--- config.mk ---
export PLATFORM = sky130hd
export DESIGN_NAME = jtopll_wrseq
export DESIGN_NICKNAME = d
export VERILOG_FILES = /design/src/rtl/jtopll_wrseq_pkg.sv /design/src/rtl/jtopll_wrfifo.sv /design/src/rtl/jtopll_wrseq.sv
export SDC_FILE = /design/constraint.sdc
export NUM_CORES = 1
export LEC_CHECK = 0
export BUFFER_PORTS_ARGS = -buffer_cell sky130_fd_sc_hd__buf_2
export CAP_MARGIN = 20
export CORE_MARGIN = 10
export CORE_UTILIZATION = 60
export CTS_CLUSTER_SIZE = 20
export DETAILED_ROUTE_END_ITERATION = 8
export MAX_ROUTING_LAYER = met4
export PLACE_DENSITY = 0.84
export SLEW_MARGIN = 20
export SYNTH_ARGS = -nofsm -noshare
export SYNTH_HDL_FRONTEND = slang
export SYNTH_SLANG_ARGS = --single-unit
--- constraint.sdc ---
create_clock -name clk_i -period 2.6 [get_ports clk_i]
set_input_delay 0.13 -clock clk_i [delete_from_list [all_inputs] [get_ports clk_i]]
set_output_delay 0.13 -clock clk_i [all_outputs]
set_load 0.01 [all_outputs]
--- src/rtl/jtopll_wrseq_pkg.sv ---
// Shared types and default timing constants for the OPLL write sequencer.
// Also used by bench models so expected gaps track the design defaults.
package jtopll_wrseq_pkg;

    typedef enum logic [2:0] {
        ST_IDLE,
        ST_ADDR,
        ST_AWAIT,
        ST_DATA,
        ST_DWAIT
    } wrseq_state_e;

    localparam int unsigned OPLL_ADDR_WAIT = 12;
    localparam int unsigned OPLL_DATA_WAIT = 84;
    localparam int unsigned CNT_W          = 7;

endpackage

--- src/rtl/jtopll_wrfifo.sv ---
// Small show-ahead synchronous FIFO holding {register, value} pairs.
module jtopll_wrfifo #(
    parameter int unsigned DEPTH = 4,
    parameter int unsigned WIDTH = 16
) (
    input  logic                     clk_i,
    input  logic                     rst_i,
    input  logic                     push_i,
    input  logic                     pop_i,
    input  logic [WIDTH-1:0]         din_i,
    output logic [WIDTH-1:0]         dout_o,
    output logic                     full_o,
    output logic                     empty_o,
    output logic [$clog2(DEPTH):0]   level_o
);
    localparam int unsigned AW = $clog2(DEPTH);
    localparam logic [AW:0]   FULL_LVL = (AW+1)'(DEPTH);
    localparam logic [AW:0]   LVL_ONE  = (AW+1)'(1);
    localparam logic [AW-1:0] PTR_ONE  = AW'(1);

    logic [WIDTH-1:0] mem_q [DEPTH];
    logic [AW-1:0]    wr_ptr_q, rd_ptr_q;
    logic [AW:0]      level_q;
    logic             do_push, do_pop;

    assign full_o  = (level_q == FULL_LVL);
    assign empty_o = (level_q == '0);
    assign do_push = push_i & ~full_o;
    assign do_pop  = pop_i & ~empty_o;
    assign dout_o  = mem_q[rd_ptr_q];
    assign level_o = level_q;

    always_ff @(posedge clk_i or posedge rst_i) begin
        if (rst_i) begin
            wr_ptr_q <= '0;
            rd_ptr_q <= '0;
            level_q  <= '0;
        end else begin
            if (do_push) wr_ptr_q <= wr_ptr_q + PTR_ONE;
            if (do_pop)  rd_ptr_q <= rd_ptr_q + PTR_ONE;
            if (do_push && !do_pop) begin
                level_q <= level_q + LVL_ONE;
            end else if (do_pop && !do_push) begin
                level_q <= level_q - LVL_ONE;
            end
        end
    end

    // Storage needs no reset: pointers define what is valid.
    always_ff @(posedge clk_i) begin
        if (do_push) mem_q[wr_ptr_q] <= din_i;
    end

endmodule

--- src/rtl/jtopll_wrseq.sv ---
// Queues {register, value} writes and issues them to the OPLL bus while
// honouring the address-to-data and data-to-address settling gaps in cen ticks.
module jtopll_wrseq
    import jtopll_wrseq_pkg::*;
#(
    parameter int unsigned DEPTH     = 4,
    parameter int unsigned ADDR_WAIT = OPLL_ADDR_WAIT,
    parameter int unsigned DATA_WAIT = OPLL_DATA_WAIT,
    parameter int unsigned SKIP_SAME = 1
) (
    input  logic                     clk_i,
    input  logic                     rst_i,
    input  logic                     cen_i,
    input  logic                     in_valid_i,
    output logic                     in_ready_o,
    input  logic [7:0]               in_reg_i,
    input  logic [7:0]               in_val_i,
    output logic                     write_o,
    output logic                     addr_o,
    output logic [7:0]               dout_o,
    output logic                     busy_o,
    output logic [$clog2(DEPTH):0]   level_o
);
    if (ADDR_WAIT < 1 || ADDR_WAIT > 127) begin : gen_bad_addr_wait
        $error("jtopll_wrseq: ADDR_WAIT must be in 1..127");
    end
    if (DATA_WAIT < 1 || DATA_WAIT > 127) begin : gen_bad_data_wait
        $error("jtopll_wrseq: DATA_WAIT must be in 1..127");
    end
    if (DEPTH < 2 || DEPTH > 16 || (DEPTH & (DEPTH - 1)) != 0) begin : gen_bad_depth
        $error("jtopll_wrseq: DEPTH must be a power of two in 2..16");
    end

    localparam logic [CNT_W-1:0] ALAST = CNT_W'(ADDR_WAIT - 1);
    localparam logic [CNT_W-1:0] DLAST = CNT_W'(DATA_WAIT - 1);
    localparam logic [CNT_W-1:0] CNT_ONE = CNT_W'(1);

    wrseq_state_e     state_q, state_d;
    logic [CNT_W-1:0] cnt_q, cnt_d;
    logic [7:0]       reg_q, reg_d, val_q, val_d, last_q, last_d, dout_q, dout_d;
    logic             last_vld_q, last_vld_d;
    logic             write_q, write_d, addr_q, addr_d, busy_q, busy_d;

    logic             fifo_push, fifo_pop, fifo_full, fifo_empty;
    logic [15:0]      fifo_rd;

    assign fifo_push = in_valid_i & ~fifo_full;

    jtopll_wrfifo #(
        .DEPTH (DEPTH),
        .WIDTH (16)
    ) u_fifo (
        .clk_i   (clk_i),
        .rst_i   (rst_i),
        .push_i  (fifo_push),
        .pop_i   (fifo_pop),
        .din_i   ({in_reg_i, in_val_i}),
        .dout_o  (fifo_rd),
        .full_o  (fifo_full),
        .empty_o (fifo_empty),
        .level_o (level_o)
    );

    always_comb begin
        state_d    = state_q;
        cnt_d      = cnt_q;
        reg_d      = reg_q;
        val_d      = val_q;
        last_d     = last_q;
        last_vld_d = last_vld_q;
        write_d    = 1'b0;
        addr_d     = addr_q;
        dout_d     = dout_q;
        fifo_pop   = 1'b0;
        unique case (state_q)
            ST_IDLE: begin
                if (!fifo_empty) begin
                    fifo_pop = 1'b1;
                    reg_d    = fifo_rd[15:8];
                    val_d    = fifo_rd[7:0];
                    if (SKIP_SAME != 0 && last_vld_q && fifo_rd[15:8] == last_q) begin
                        state_d = ST_DATA;
                    end else begin
                        state_d = ST_ADDR;
                    end
                end
            end
            ST_ADDR: begin
                write_d    = 1'b1;
                addr_d     = 1'b0;
                dout_d     = reg_q;
                last_d     = reg_q;
                last_vld_d = 1'b1;
                cnt_d      = '0;
                state_d    = ST_AWAIT;
            end
            ST_AWAIT: begin
                if (cen_i) begin
                    if (cnt_q == ALAST) state_d = ST_DATA;
                    else                cnt_d   = cnt_q + CNT_ONE;
                end
            end
            ST_DATA: begin
                write_d = 1'b1;
                addr_d  = 1'b1;
                dout_d  = val_q;
                cnt_d   = '0;
                state_d = ST_DWAIT;
            end
            ST_DWAIT: begin
                if (cen_i) begin
                    if (cnt_q == DLAST) state_d = ST_IDLE;
                    else                cnt_d   = cnt_q + CNT_ONE;
                end
            end
            default: state_d = ST_IDLE;
        endcase
        // A push this cycle means the FIFO is non-empty next cycle.
        busy_d = (state_d != ST_IDLE) || !fifo_empty || fifo_push;
    end

    always_ff @(posedge clk_i or posedge rst_i) begin
        if (rst_i) begin
            state_q    <= ST_IDLE;
            cnt_q      <= '0;
            reg_q      <= '0;
            val_q      <= '0;
            last_q     <= '0;
            last_vld_q <= 1'b0;
            write_q    <= 1'b0;
            addr_q     <= 1'b0;
            dout_q     <= '0;
            busy_q     <= 1'b0;
        end else begin
            state_q    <= state_d;
            cnt_q      <= cnt_d;
            reg_q      <= reg_d;
            val_q      <= val_d;
            last_q     <= last_d;
            last_vld_q <= last_vld_d;
            write_q    <= write_d;
            addr_q     <= addr_d;
            dout_q     <= dout_d;
            busy_q     <= busy_d;
        end
    end

    assign in_ready_o = ~fifo_full;
    assign write_o    = write_q;
    assign addr_o     = addr_q;
    assign dout_o     = dout_q;
    assign busy_o     = busy_q;

endmodule

# Word level (Yosys, flattened, before mapping)
# Memory sizes are Yosys's and may differ from the RTL's.
# Cells that the tools add are included.
[totals] reg_bits=53 word_cells=74 mem_count=1 inputBits=20 mem_bits_rw=64 output_inout_bits=15
[mem_list] name="u_fifo.mem_q" words=4 word_bits=16 rd=1 rd_ports_with_merged_regs=0 wr=1 line="jtopll_wrfifo.sv:21" rtl="logic [WIDTH-1:0] mem_q [DEPTH];"
[op_classes] n_eq_ne=12 n_bitwise=5 reduce_logical=17 mux=21 n_addsub=5
[op_table] op="2-to-1 mux 7 bit" n=4
[op_table] op="2-to-1 mux 3 bit" n=7
[op_table] op="case mux 7 bit (3 select lines)" n=1
[op_table] op="case mux 8 bit (2 select lines)" n=1
[op_table] op="case mux 3 bit (5 select lines)" n=1
[op_table] op="== test 8 bit" n=1
[op_table] op="inequality test 2 bit (second input constant)" n=4
[op_table] op="adder 7 x 1 -> 7 bit (second input constant)" n=1
[op_table] op="== test 7 x 4 -> 1 bit (second input constant)" n=1
[op_table] op="== test 7 bit (second input constant)" n=1
[op_table] op="== test 3 x 2 -> 1 bit (second input constant)" n=2
[op_table] op="== test 3 bit (second input constant)" n=2
[op_table] op="zero test 3 bit" n=2
[op_table] op="nonzero test 3 bit" n=2
[op_table] op="2-to-1 mux 1 bit" n=5
[op_table] op="AND reduction 5 bit" n=1
[op_table] op="adder 2 x 1 -> 2 bit (second input constant)" n=2
[op_table] op="nonzero test 2 bit" n=2
[op_table] op="adder 3 x 1 -> 3 bit (second input constant)" n=1
[op_table] op="bitwise AND 1 bit" n=3
[op_table] op="== test 3 x 1 -> 1 bit (second input constant)" n=1
[op_table] op="logical AND 1 bit" n=3
[op_table] op="zero test 1 bit" n=3
[op_table] op="subtractor 3 x 1 -> 3 bit (second input constant)" n=1
[op_table] op="other kinds (6)" n=8

# Longest topological paths before layout
# An unclocked memory read counts as a cell.
[logic_depth] word_depth=9 ltp_mapped=10

# By module
# From an unflattened synthesis, not the netlist that was laid out.
[unflattened] hier_cells=296 hier_area_um2=4912.2
[modules_own_cells] mod="jtopll_wrfifo" seq_area_each_um2=2097.0 area_per_inst_um2=2796.4 cells_per_inst=120 n_inst=1
[modules_own_cells] mod="jtopll_wrseq" seq_area_each_um2=1151.1 area_per_inst_um2=2115.8 cells_per_inst=176 n_inst=1

# Worst setup path after synthesis
# No wires, ideal clock.
[synth_timing] kind="reg-to-reg" start="register u_fifo.level_q[0] (netlist: u_fifo.level_o[0])" end="register u_fifo.level_q[2] (netlist: u_fifo.level_o[2])" path_stages_with_launch=11 setup_slack_ns=0.156 period_less_slack_ns=2.444 arrival_time_ns=2.365 required_ns=2.521 path_cell_list="dfrtp_1 > nor3_1 > nor4_4 > inv_1 > clkbuf_1 > ha_1 > inv_1 > fa_1 > xor2_1 > nor2_1 > xor2_1"
[synth_via] elab_chain_cells=7
[synth_rtl] element="start: declaration" line="jtopll_wrfifo.sv:23" rtl="logic [AW:0] level_q;"
[synth_rtl] element="start signal: assignment" line="jtopll_wrfifo.sv:42" rtl="level_q <= level_q + LVL_ONE;"
[synth_rtl] element="start signal: assignment" line="jtopll_wrfifo.sv:44" rtl="level_q <= level_q - LVL_ONE;"
[synth_rtl] element="zero test 3 bit or == test 3 bit (tied branches)" line="jtopll_wrfifo.sv:27, jtopll_wrfifo.sv:26"
[synth_rtl] element="2-to-1 mux 1 bit or NOT 1 bit (tied branches)" line="jtopll_wrseq.sv:77, jtopll_wrfifo.sv:28, jtopll_wrseq.sv:47"
[synth_rtl] element="2-to-1 mux 1 bit or bitwise AND 1 bit (tied branches)" line="jtopll_wrseq.sv:75, jtopll_wrseq.sv:47"
[synth_rtl] element="bitwise AND 1 bit (on tied branches)" line="jtopll_wrfifo.sv:29, jtopll_wrfifo.sv:28"
[synth_rtl] element="zero test 1 bit (on tied branches)" line="jtopll_wrfifo.sv:41, jtopll_wrfifo.sv:43"
[synth_rtl] element="logical AND 1 bit (on tied branches)" line="jtopll_wrfifo.sv:41, jtopll_wrfifo.sv:43"
[synth_rtl] element="2-to-1 mux 3 bit or nonzero test 2 bit (tied branches)"
# Several ways; a longest one is shown, not always the timed one. The select of a mux whose other input is x is not followed.
# A chain may end at the register's enable or synchronous reset.

# Final worst setup path
[layout_timing] start="register u_fifo.level_q[0] (netlist: u_fifo.level_o[0])" end="register u_fifo.level_q[2] (netlist: u_fifo.level_o[2])"
[layout_via] elab_chain_cells=7
[layout_rtl] element="== test 3 bit (*)" line="jtopll_wrfifo.sv:26" rtl="assign full_o = (level_q == FULL_LVL);"
[layout_rtl] element="NOT 1 bit (*)" line="jtopll_wrfifo.sv:28, jtopll_wrseq.sv:47"
[layout_rtl] element="bitwise AND 1 bit" line="jtopll_wrseq.sv:47" rtl="assign fifo_push = in_valid_i & ~fifo_full;"
[layout_rtl] element="bitwise AND 1 bit (*)" line="jtopll_wrfifo.sv:28" rtl="assign do_push = push_i & ~full_o;"
[layout_rtl] element="named net u_fifo.do_push" line="jtopll_wrfifo.sv:24" rtl="logic do_push, do_pop;"
[layout_rtl] element="zero test 1 bit" line="jtopll_wrfifo.sv:43" rtl="end else if (do_pop && !do_push) begin"
[layout_rtl] element="logical AND 1 bit" line="jtopll_wrfifo.sv:43"
[layout_rtl] element="nonzero test 2 bit (no line)"
# Mark *: on every way through the listed nets, which the timed path passes. The rest lies on a longest branch. The select of a mux whose other input is x is not followed.

==> run_results.csv <==
group,metric,value,unit
setup_path,crit_required,3050,ps
timing,timing.fmax,461,MHz
worst_hold_path,holdCritPathClass,"in2async",
synth,synth_edf_count,64,
floorplanning,io_pins,35,
global_routing,gr-total-overflow,0,
clocking,postCtsHoldBufs,19,
clocking,cts_tree,"yes",
setup_path,path_cells,"nor2_1, nand2_1, and2_0, ha_1, inv_1, fa_1, xor2_1, nor2_1, xor2_1",
power,peakVddDrop,0.000895,V
routing,drc,0,
routing,routed_wirelength,9.82,mm
setup_path,cp_slowest_stage_delay,450,ps
clocking,cts_max_path_buffers,2,
timing,setup_tns,0,ps
timing,worstMarginPinSlew,889,ps
job,maxCapViolCount,0,
synth,ys_seq_area_share,66.1,%
routing,drt_iter0_markers,147,
clocking,root_buffer,"clkbuf_8",
setup_path,cp_max_fo,6,
timing,relSlewSlack,40.6,%
synth,synth_nets,374,
clocking,cts.sinks,117,
synth,netlist_area,4910,µm²
synth,yosysUniqueCellTypes,49,
power,power,7.63,mW
cells_and_area,final-seq-area,3250,µm²
power,power.leakage,2.48,nW
timing,finalHoldViolations,0,
setup_path,critPathArrivalTime,2620,ps
floorplanning,coreArea,7850,µm²
global_routing,grt_usage,17.2,%
floorplanning,num_rows,32,
timing,post-route-min-period,2170,ps
timing,final.period_utilization,83.5,%
cells_and_area,nFillCells,437,
clocking,cts_resized,0,
global_routing,grt_pass1_wl,16.2,mm
routing,first_pass_iters,4,
clocking,cts_setup_buffers,0,
timing,finalSetupViolations,0,
timing,rsz0062_at_grt,"no",
setup_path,crit_type,"reg2reg",
synth,synth-seq-cells,117,
synth,avgSynthCellArea,14.2,µm²
status,status,"completed",
cells_and_area,final_cell_mix,"68 x nand2_1, 64 x edfxtp_1, 53 x dfrtp_1",
routing,viasPerCell,5.67,
synth,yosysTopAreaCell,"edfxtp_1",
floorplanning,die_y,110,µm
setup_path,end_kind,"flop",
global_routing,first_global_vias,3145,
timing,drv_slew,0,
place,gp_congestion,0.861,
power,power_density,1270,nW/µm²
floorplanning,fp.dieW,110,µm
synth,synth_ff_type,"edfxtp_1",
routing,vias,3007,
place,io_buffers,34,
place,hpwl,6.06,mm
global_routing,grt_antenna_before_repair,1,
setup_path,crit_slowest_cell,"dfrtp_1",
clocking,clk_pin_slew,60,ps
clocking,htreeDepth,4,
cells_and_area,fin_nets,441,
floorplanning,die_area,12200,µm²
setup_path,reg2reg_slack,430,ps
routing,ant_nets,0,
synth,ys_async_sr_fraction,45.3,%
cells_and_area,utilization,76.4,%
global_routing,grt_max_degree,54,
cells_and_area,layout-drive-gt1-share,25.3,%
floorplanning,initial_core_util,62.6,%
clocking,clk_latency,520,ps
synth,synth.top_cell.area_share,39.1,%
routing,wl_per_cell,18.5,µm
synth,yosys_warnings,0,
setup_path,start_kind,"flop",
clocking,cts_buffers,17,
timing,skew,6.36,ps
synth,synth_area_leaders,"edfxtp_1 39%, dfrtp_1 27%, nand2_1 5.2%, mux4_2 5.0%, mux2i_1 4.3%",
cells_and_area,final_common_cell,"nand2_1",
synth,netlist_instances,347,
cells_and_area,multiInputGateArea,1560,µm²
cells_and_area,areaGrowthSynthToFinish,22.0,%
[state kept, by name (all words and copies together) (netlist names)]
| signal | cells |
|---|---|
| dout_o | 8 |
| state_q | 3 |
| val_q | 8 |
| addr_o | 1 |
| busy_o | 1 |
| u_fifo.level_o | 3 |
| write_o | 1 |
| u_fifo.mem_q | 64 |
| reg_q | 8 |
| cnt_q | 7 |
| u_fifo.rd_ptr_q | 2 |
| u_fifo.wr_ptr_q | 2 |
| last_vld_q | 1 |
| last_q | 8 |
[where the power goes]
part           internal (mW)  switching (mW)
sequential              2.55           0.392
combinational           1.09            1.32
clock                   1.39           0.892
total                   5.02            2.61
[path summary, 6_finish.rpt]
kind / start / end / cells after the start
max: u_fifo.level_o[0] / u_fifo.level_o[2] / 9
min: rst_i / dout_o[1] / 3
max reg2reg: u_fifo.level_o[0] / u_fifo.level_o[2] / 9
min reg2reg: addr_o / addr_o / 2
max in group asynchronous: rst_i / u_fifo.wr_ptr_q[0] / 3
min in group clk_i: in_val_i[1] / u_fifo.mem_q[2][1] / 2
[synthesized netlist by cell type (all sizes together), types with 3 or more instances]
| cell type | count |
|---|---|
| buf | 9 |
| nand2 | 68 |
| clkbuf | 7 |
| edfxtp | 64 |
| inv | 7 |
| and3 | 5 |
| ha | 6 |
| dfrtp | 53 |
| xnor2 | 6 |
| mux2 | 12 |
| mux4 | 12 |
| mux2i | 21 |
| xor2 | 6 |
| o21ai | 14 |
| a31o | 3 |
| nor3 | 6 |
| nor2 | 10 |
| nand2b | 5 |
| nand3 | 4 |
[area by class of cell]
cell class                 instances  share of cell area (%)
timing repair buffer              64                    7.39
clock inverter                    14                    2.76
antenna                            1                  0.0418
clock buffer                      18                    6.97
multi-input combinational        207                    26.0
sequential                       117                    54.2
tap                              102                    2.13
inverter                           7                   0.459
[cells by family after synthesis]
| group | share of synthesized area [%] |
|---|---|
| flip-flops | 66.1 |
| AND/OR/NAND/NOR | 10.3 |
| multiplexers | 12.6 |
| AO/OA/AOI/OAI | 4.82 |
| buffers and inverters | 2.09 |
| XOR/XNOR | 2.14 |
| adder cells (fa/ha/maj) | 1.94 |
[metal layers]
layer	part of all wire (%)	track usage, %	wire [µm]	vias up
met5	0	-	0	-
met4	2.5	9.33	247	0
met3	4.9	4.59	480	25
met2	52	27.4	5110	91
met1	41	19.4	3980	1498
li1	-	-	-	1393
[critical path: cells and delay by family, from the launching register on]
kind | cells | cell delay [ps]
DFF | 1 | 450
xor gates and xnor gates | 2 | 310
buffers and inverters | 1 | 60
and+or+nand+nor | 4 | 660
adders and majority gates | 2 | 620
[per-stage QoR]
| stage | cell area (µm²) | setup WS [ps] | cells | hold WS, ps |
|---|---|---|---|---|
| 3_3_place_gp | 5220 | 630 | 478 | 340 |
| 2_1_floorplan | 4910 | 156 | 347 | 229 |
| 3_5_place_dp | 5220 | 484 | 478 | 345 |
| 5_1_grt | 5990 | 272 | 530 | 362 |
| 4_1_cts | 5990 | 443 | 529 | 324 |
| 6_report | 5990 | 429 | 530 | 318 |
No activity file was read; power rests on OpenSTA's default activity.
